--- src/rtl/maxnet_datapath.sv ---
// maxnet_datapath
//   Datapath for a four-lane MAXNET winner-take-all network. Each computed
//   iteration subtracts an eps-weighted sum of the other lanes from every
//   activation, clamping at zero. The iteration runs through two pipeline
//   registers (P, N), so a result from N is valid two edges after A settles.
//   Sequencing of iterations is left to an external controller.
//
// Ports
//   clk        rising-edge clock
//   rst        asynchronous active-high reset
//   init_w     capture w_in into EPS
//   init_x     capture x_in into X
//   load_a     write activation registers A0..A3
//   load_sel   A source during load_a: 1 = X, 0 = computed N
//   w_in       inhibition weight eps, unsigned Q0.8
//   x_in       four 8-bit inputs, lane i = x_in[8i+7:8i]
//   a_out      A0..A3 packed in the same lane order
//   isfinished at most one A lane is nonzero
//   win_idx    index of the nonzero lane (0 unless win_valid)
//   win_valid  exactly one A lane is nonzero
//   iter_cnt   completed computed iterations, saturating at 255
module maxnet_datapath (
    input  logic        clk,
    input  logic        rst,
    input  logic        init_w,
    input  logic        init_x,
    input  logic        load_a,
    input  logic        load_sel,
    input  logic [7:0]  w_in,
    input  logic [31:0] x_in,
    output logic [31:0] a_out,
    output logic        isfinished,
    output logic [1:0]  win_idx,
    output logic        win_valid,
    output logic [7:0]  iter_cnt
);

    logic [7:0]       eps_r;
    logic [3:0][7:0]  x_r;
    logic [3:0][7:0]  a_r;
    logic [3:0][9:0]  p_r;
    logic [3:0][7:0]  n_r;

    logic [3:0][9:0]  p_next;
    logic [3:0][7:0]  n_next;
    logic [9:0]       total;
    logic [3:0]       nz;
    logic [2:0]       nz_cnt;

    // Stage 1: sum of the other lanes is formed as total minus own lane;
    // the full 18-bit product is truncated once.
    always_comb begin
        logic [9:0]  others;
        logic [17:0] prod;
        total = '0;
        for (int unsigned i = 0; i < 4; i++) begin
            total = total + {2'b00, a_r[i[1:0]]};
        end
        p_next = '0;
        for (int unsigned i = 0; i < 4; i++) begin
            others = total - {2'b00, a_r[i[1:0]]};
            prod   = {8'd0, others} * {10'd0, eps_r};
            p_next[i[1:0]] = prod[17:8];
        end
    end

    // Stage 2: ReLU(A - P); P can exceed 255, so compare at 10 bits.
    always_comb begin
        n_next = '0;
        for (int unsigned i = 0; i < 4; i++) begin
            if ({2'b00, a_r[i[1:0]]} >= p_r[i[1:0]]) begin
                n_next[i[1:0]] = a_r[i[1:0]] - p_r[i[1:0]][7:0];
            end
        end
    end

    always_ff @(posedge clk or posedge rst) begin
        if (rst) begin
            eps_r    <= '0;
            x_r      <= '0;
            p_r      <= '0;
            n_r      <= '0;
            a_r      <= '0;
            iter_cnt <= '0;
        end else begin
            if (init_w) eps_r <= w_in;
            if (init_x) x_r   <= x_in;
            p_r <= p_next;
            n_r <= n_next;
            if (load_a) begin
                if (load_sel) begin
                    a_r      <= x_r;
                    iter_cnt <= '0;
                end else begin
                    a_r <= n_r;
                    if (iter_cnt != 8'hFF) iter_cnt <= iter_cnt + 8'd1;
                end
            end
        end
    end

    // Convergence status, combinational from A.
    always_comb begin
        nz_cnt = '0;
        for (int unsigned i = 0; i < 4; i++) begin
            nz[i[1:0]] = |a_r[i[1:0]];
            nz_cnt     = nz_cnt + {2'b00, nz[i[1:0]]};
        end
        isfinished = (nz_cnt <= 3'd1);
        win_valid  = (nz_cnt == 3'd1);
        win_idx    = '0;
        if (win_valid) begin
            if (nz[3])      win_idx = 2'd3;
            else if (nz[2]) win_idx = 2'd2;
            else if (nz[1]) win_idx = 2'd1;
            else            win_idx = 2'd0;
        end
    end

    assign a_out = a_r;

endmodule

--- config.mk ---
export PLATFORM = sky130hd
export DESIGN_NAME = maxnet_datapath
export DESIGN_NICKNAME = d
export VERILOG_FILES = /design/src/rtl/maxnet_datapath.sv
export SDC_FILE = /design/constraint.sdc
export NUM_CORES = 1
export LEC_CHECK = 0
export CAP_MARGIN = 15
export CORE_ASPECT_RATIO = 1.5
export CORE_MARGIN = 10
export CORE_UTILIZATION = 58
export DETAILED_ROUTE_END_ITERATION = 7
export PLACE_DENSITY = 0.77
export RECOVER_POWER = 100
export SLEW_MARGIN = 20
export SYNTH_ARGS = -nofsm -noshare
export SYNTH_HDL_FRONTEND = slang
export SYNTH_SLANG_ARGS = --single-unit
--- constraint.sdc ---
create_clock -name clk -period 13.1 [get_ports clk]
set_input_delay 1.31 -clock clk [delete_from_list [all_inputs] [get_ports clk]]
set_output_delay 1.31 -clock clk [all_outputs]
set_load 0.02 [all_outputs]
==> flow_summary.ini, run 1 <==
[logic_synthesis]
syn-instance-count = 1910
synth.distinct_cells = 56
ys_seq_area_frac = 0.210
postSynthNetCount = 2386
synth_seq_cells = 152
synth-edff-count = 0
syn_avg_cell_area_sq_um = 9.50
ys.flop_type = dfrtp_1
syn-cell-area_sq_um = 18100
ys_warn_count = 0
async_flop_share = 1.00

[sta]
finalSetupViolCount = 0
worst_pin_slew_ns = 3.81
fmax_mhz = 113
relSlewSlack = -1.56
hold_viol = 0
drv_slew = 230
skew_ns = 0.0125
period_minus_slack_ns = 8.82
fin_crit_sh = 0.674
grt_setup_unrepaired = no
timing.final.ws_setup_ns = 4.28
setup_tns_ns = 0
worst_hold_slack_ns = 0.511

[floorplanning]
initial_utilization = 0.587
ios = 90
dieHeight_microns = 237
core_sq_um = 30900
rows = 79
die-width_microns = 164
fp.dieArea_sq_um = 38900

[global_routing]
grt_pass1_vias = 14345
antenna_found_initial = 0
grt_pass1_wl_mm = 70.9
groute.usage.overall = 0.227
grt_max_degree = 88
grt_overflow = 0

[layout]
multi_input_area_sq_um = 12900
drive_above_1_share = 0.0442
diodes = 0
n_fill_cell = 2470
final-seq-area_sq_um = 3800
area_growth_pct = 10.4
final_cell_mix = 340 x inv_1, 217 x ha_1, 213 x fa_1
fin_nets = 2456
final_common_cell = inv_1

[critical_path]
endpoint_kind = flop
cp-start-kind = flop
worst_path_max_delay_cell = xnor2_1
required_ns = 13.37
r2r-start = a_out[1]
cp_common_cell = fa_1
crit_fanout = 8
r2r_cells = 29
crit_type = flop to flop
startpoint = a_out[1]
cpPeakStageDelay_ns = 0.62
arrival_ns = 9.10

[route]
drc = 0
antenna_left = 0
drt-initial-drc-count = 745
firstDrtPassIters = 5
via_count = 13228
routedWlPerCell_microns = 17.7
drt-total-wl_mm = 42.3
post_drt_via_cell_ratio = 5.52

[run_status]
violations = max-capacitance violations, max-slew violations
outcome = finished, violations left

[clock_network]
insertion_delay_ns = 0.45
post_cts_buffers = 0
tritoncts = built
clockBufferDepth = 2
cts_hold_buf = 0
cts_root_buf = clkbuf_16
ctsResizeCount = 0
cts_sinks = 152
cts-buffers-inserted = 17
h-tree-depth = 4
clk_pin_slew_ns = 0.07

[hold_path]
hp-class = flop to flop
hp-start = x_r[6]
hold_depth = 1

[place]
dp_slack_ns = 4.60
gp_congestion = 0.909
dp_hpwl_mm = 33.0
port_buffers = 89

[run]
drv_cap = 4
cells in the mapped netlist (40+ instances only):
master    number  area, sq um
inv_1        341         1280
ha_1         217         2720
fa_1         213         4260
and2_1       206         1290
dfrtp_1      152         3800
nor2_1       111          417
nand2_1       98          368
a21oi_1       87          435
xnor2_1       65          569
nor2b_1       53          332
clkbuf_1      45          169
mux2_2        40          450
stage by stage:
stage                     utilization  instances  area [sq um]
after detailed placement        0.629       2366         19400
final                           0.648       2398         20000
after floorplan                     -       1910         18100
after CTS                       0.648       2398         20100
after global routing            0.648       2398         20000
after global placement          0.629       2366         19400
routing by layer:
metal | wire length [microns] | up-vias | global-route usage | share of wire
li1 | - | 6180 | - | -
met1 | 17100 | 6642 | 0.268 | 0.40
met2 | 21700 | 325 | 0.405 | 0.51
met3 | 1950 | 81 | 0.0267 | 0.046
met4 | 1600 | 0 | 0.0928 | 0.038
met5 | 0 | - | 0 | 0
final timing paths:
| path | slack, ns | end |
|---|---|---|
| max reg2reg | 4.28 | p_r[27] |
| max in group asynchronous | 6.34 | p_r[38] |
| min | 0.51 | x_r[6] |
| min reg2reg | 0.51 | x_r[6] |
| max | 4.28 | p_r[27] |
| min in group asynchronous | 2.44 | x_r[22] |
logic make-up (layout without fill, tap and decap cells):
kind of cell / count (synthesis) / in the layout / synth area share
xor+xnor: 89 / 89 / 0.0434
simple gates: 546 / 546 / 0.159
fa+ha+maj: 430 / 430 / 0.385
buf+inv: 392 / 475 / 0.0811
flops: 152 / 152 / 0.210
mux: 73 / 73 / 0.0430
compound gates: 228 / 228 / 0.0792
critical path: cells and delay by family, from the launching register on:
| kind | cells | cell delay (ns) |
|---|---|---|
| compound gates | 8 | 1.90 |
| buf+inv | 5 | 0.36 |
| xor+xnor | 2 | 1.01 |
| simple gates | 4 | 0.59 |
| flops | 1 | 0.51 |
| fa+ha+maj | 10 | 4.22 |
state kept, by name (all words and copies together), names as in the netlist:
signal    count
n_r          32
p_r          40
eps_r         8
iter_cnt      8
x_r          32
a_out        32
area by class of cell:
cell class,instances,area share
multi-input cells,1366,0.642
flip-flops and latches,152,0.190
repair buffers,102,0.0483
well taps,405,0.0253
inverters,341,0.0640
clock buffers,20,0.0223
clock inverters,12,0.00831
Power of run 1 is not shown: default switching activity piles up to over one toggle a cycle in this logic, so the estimate is an artifact.
==> run 2, diff against run 1 <==
--- a/config.mk
+++ b/config.mk
@@ -8,9 +8,9 @@
 export CAP_MARGIN = 15
 export CORE_ASPECT_RATIO = 1.5
 export CORE_MARGIN = 10
-export CORE_UTILIZATION = 58
+export CORE_UTILIZATION = 57
 export DETAILED_ROUTE_END_ITERATION = 7
-export PLACE_DENSITY = 0.77
+export PLACE_DENSITY = 0.79
 export RECOVER_POWER = 100
 export SLEW_MARGIN = 20
 export SYNTH_ARGS = -nofsm -noshare
==> constraint.sdc (replaced) <==
create_clock -name clk -period 7.76 [get_ports clk]
set_input_delay 0.776 -clock clk [delete_from_list [all_inputs] [get_ports clk]]
set_output_delay 0.776 -clock clk [all_outputs]
set_load 0.02 [all_outputs]
==> flow_summary.ini, run 2 (same netlist as run 1, synthesis figures left out) <==
[clock_network]
clockBufferDepth = 2
cts_sinks = 152
clk_pin_slew_ns = 0.08
insertion_delay_ns = 0.46
cts-buffers-inserted = 17
cts_hold_buf = 0
cts_root_buf = clkbuf_16
h-tree-depth = 4
tritoncts = built

[critical_path]
crit_cells = 31
cp-start-kind = flop
arrival_ns = 7.99
crit_type = flop to flop
cpPeakStageDelay_ns = 0.55
crit_fanout = 5
r2r_cells = 31
critPathTopFamily = adder cells
worst_path_max_delay_cell = fa_1
critical_path_buf_inv_count = 6
required_ns = 8.10
cp_common_cell = fa_1
endpoint_kind = flop

[floorplanning]
die-width_microns = 166
dieHeight_microns = 239
rows = 80
fp.dieArea_sq_um = 39500
core_sq_um = 31600
initial_utilization = 0.574
ios = 90

[layout]
fin_nets = 2546
final_cell_mix = 325 x inv_1, 209 x fa_1, 203 x and2_1, 203 x ha_1, 147 x dfrtp_1
largest_reg_flops = 40
final_common_cell = inv_1
diodes = 0
instances_no_fill = 2493
fin_area_sq_um = 21200
area_growth_pct = 17.0
drive_above_1_share = 0.135
regMostFlops = p_r

[global_routing]
grt_max_degree = 80
grt_pass1_vias = 14960
antenna_found_initial = 0
grt_pass1_wl_mm = 74.8
grt_overflow = 0
groute.usage.overall = 0.231

[place]
place_inst = 2442
gp_congestion = 0.890
dpl_cell_area_sq_um = 20000
dp_hpwl_mm = 35.3
port_buffers = 89

[run_status]
violations = max-capacitance violations, max-slew violations
outcome = finished, violations left

[route]
drt-initial-drc-count = 1030
firstDrtPassIters = 5
via_count = 14109
drt-total-wl_mm = 46.4
antenna_left = 0
drc = 0
post_drt_via_cell_ratio = 5.66
routedWlPerCell_microns = 18.6

[hold_path]
hold_depth = 1
hp-class = flop to flop

[sta]
fmax_mhz = 131
grt_setup_unrepaired = yes
relSlewSlack = -1.38
fin_crit_sh = 0.986
drv_slew = 230
hold_viol = 0
skew_ns = 0.0151
worst_pin_slew_ns = 3.55
finalSetupViolCount = 0
period_minus_slack_ns = 7.65

[run]
drv_cap = 4
-- run 2: cell types whose count changed in the layout (fill, tap and decap cells not counted), moves of 10 or more --
cell / change
ha_4: +10
buf_4: +85
inv_2: +15
a21oi_1: -16
ha_1: -14
inv_1: -15
o21ai_0: -14
a21oi_2: +15
-- run 2: area by class of cell --
class | count | area [sq um]
Clock buffer | 20 | 457
Inverter | 341 | 1280
Timing Repair Buffer | 192 | 1630
Multi-Input combinational cell | 1366 | 13400
Sequential cell | 152 | 3810
Clock inverter | 12 | 165
Fill cell | 2393 | 10400
Tap cell | 410 | 513
-- run 2: metrics by stage --
step                hold WS (ns)   util   TNS, ns  setup WS, ns
finish                     0.512  0.671         0         0.108
global route               0.529  0.671     -1.53        -0.279
CTS                        0.515  0.655  -0.00519      -0.00519
detailed placement         0.497  0.632    -0.605        -0.125
global placement           0.493  0.632         0       0.00991
floorplan                  0.480      -         0        0.0690
-- run 2: repair_timing --
| action | in CTS | in global routing |
|---|---|---|
| buffers inserted | 5 | 14 |
| hold endpoints to repair | 0 | 0 |
| resized for setup | 16 | 109 |
| setup endpoints to repair | 11 | 28 |
| pin swaps | 13 | 54 |
-- run 2: worst paths after layout --
path                       startpoint  slack [ns]        to
max in group asynchronous         rst        2.91  a_out[5]
min in group asynchronous         rst        1.80   x_r[21]
max                         a_out[17]        0.11   p_r[17]
max reg2reg                 a_out[17]        0.11   p_r[17]
min reg2reg                  eps_r[1]        0.51  eps_r[1]
min                          eps_r[1]        0.51  eps_r[1]
-- run 2: per-layer routing --
layer	share of wire	vias to the layer above	GRT usage
met1	0.38	7130	0.264
li1	-	6358	-
met3	0.050	142	0.0367
met5	0	-	0
met2	0.52	479	0.413
met4	0.044	0	0.107
Power of run 2 is left out for the same reason.
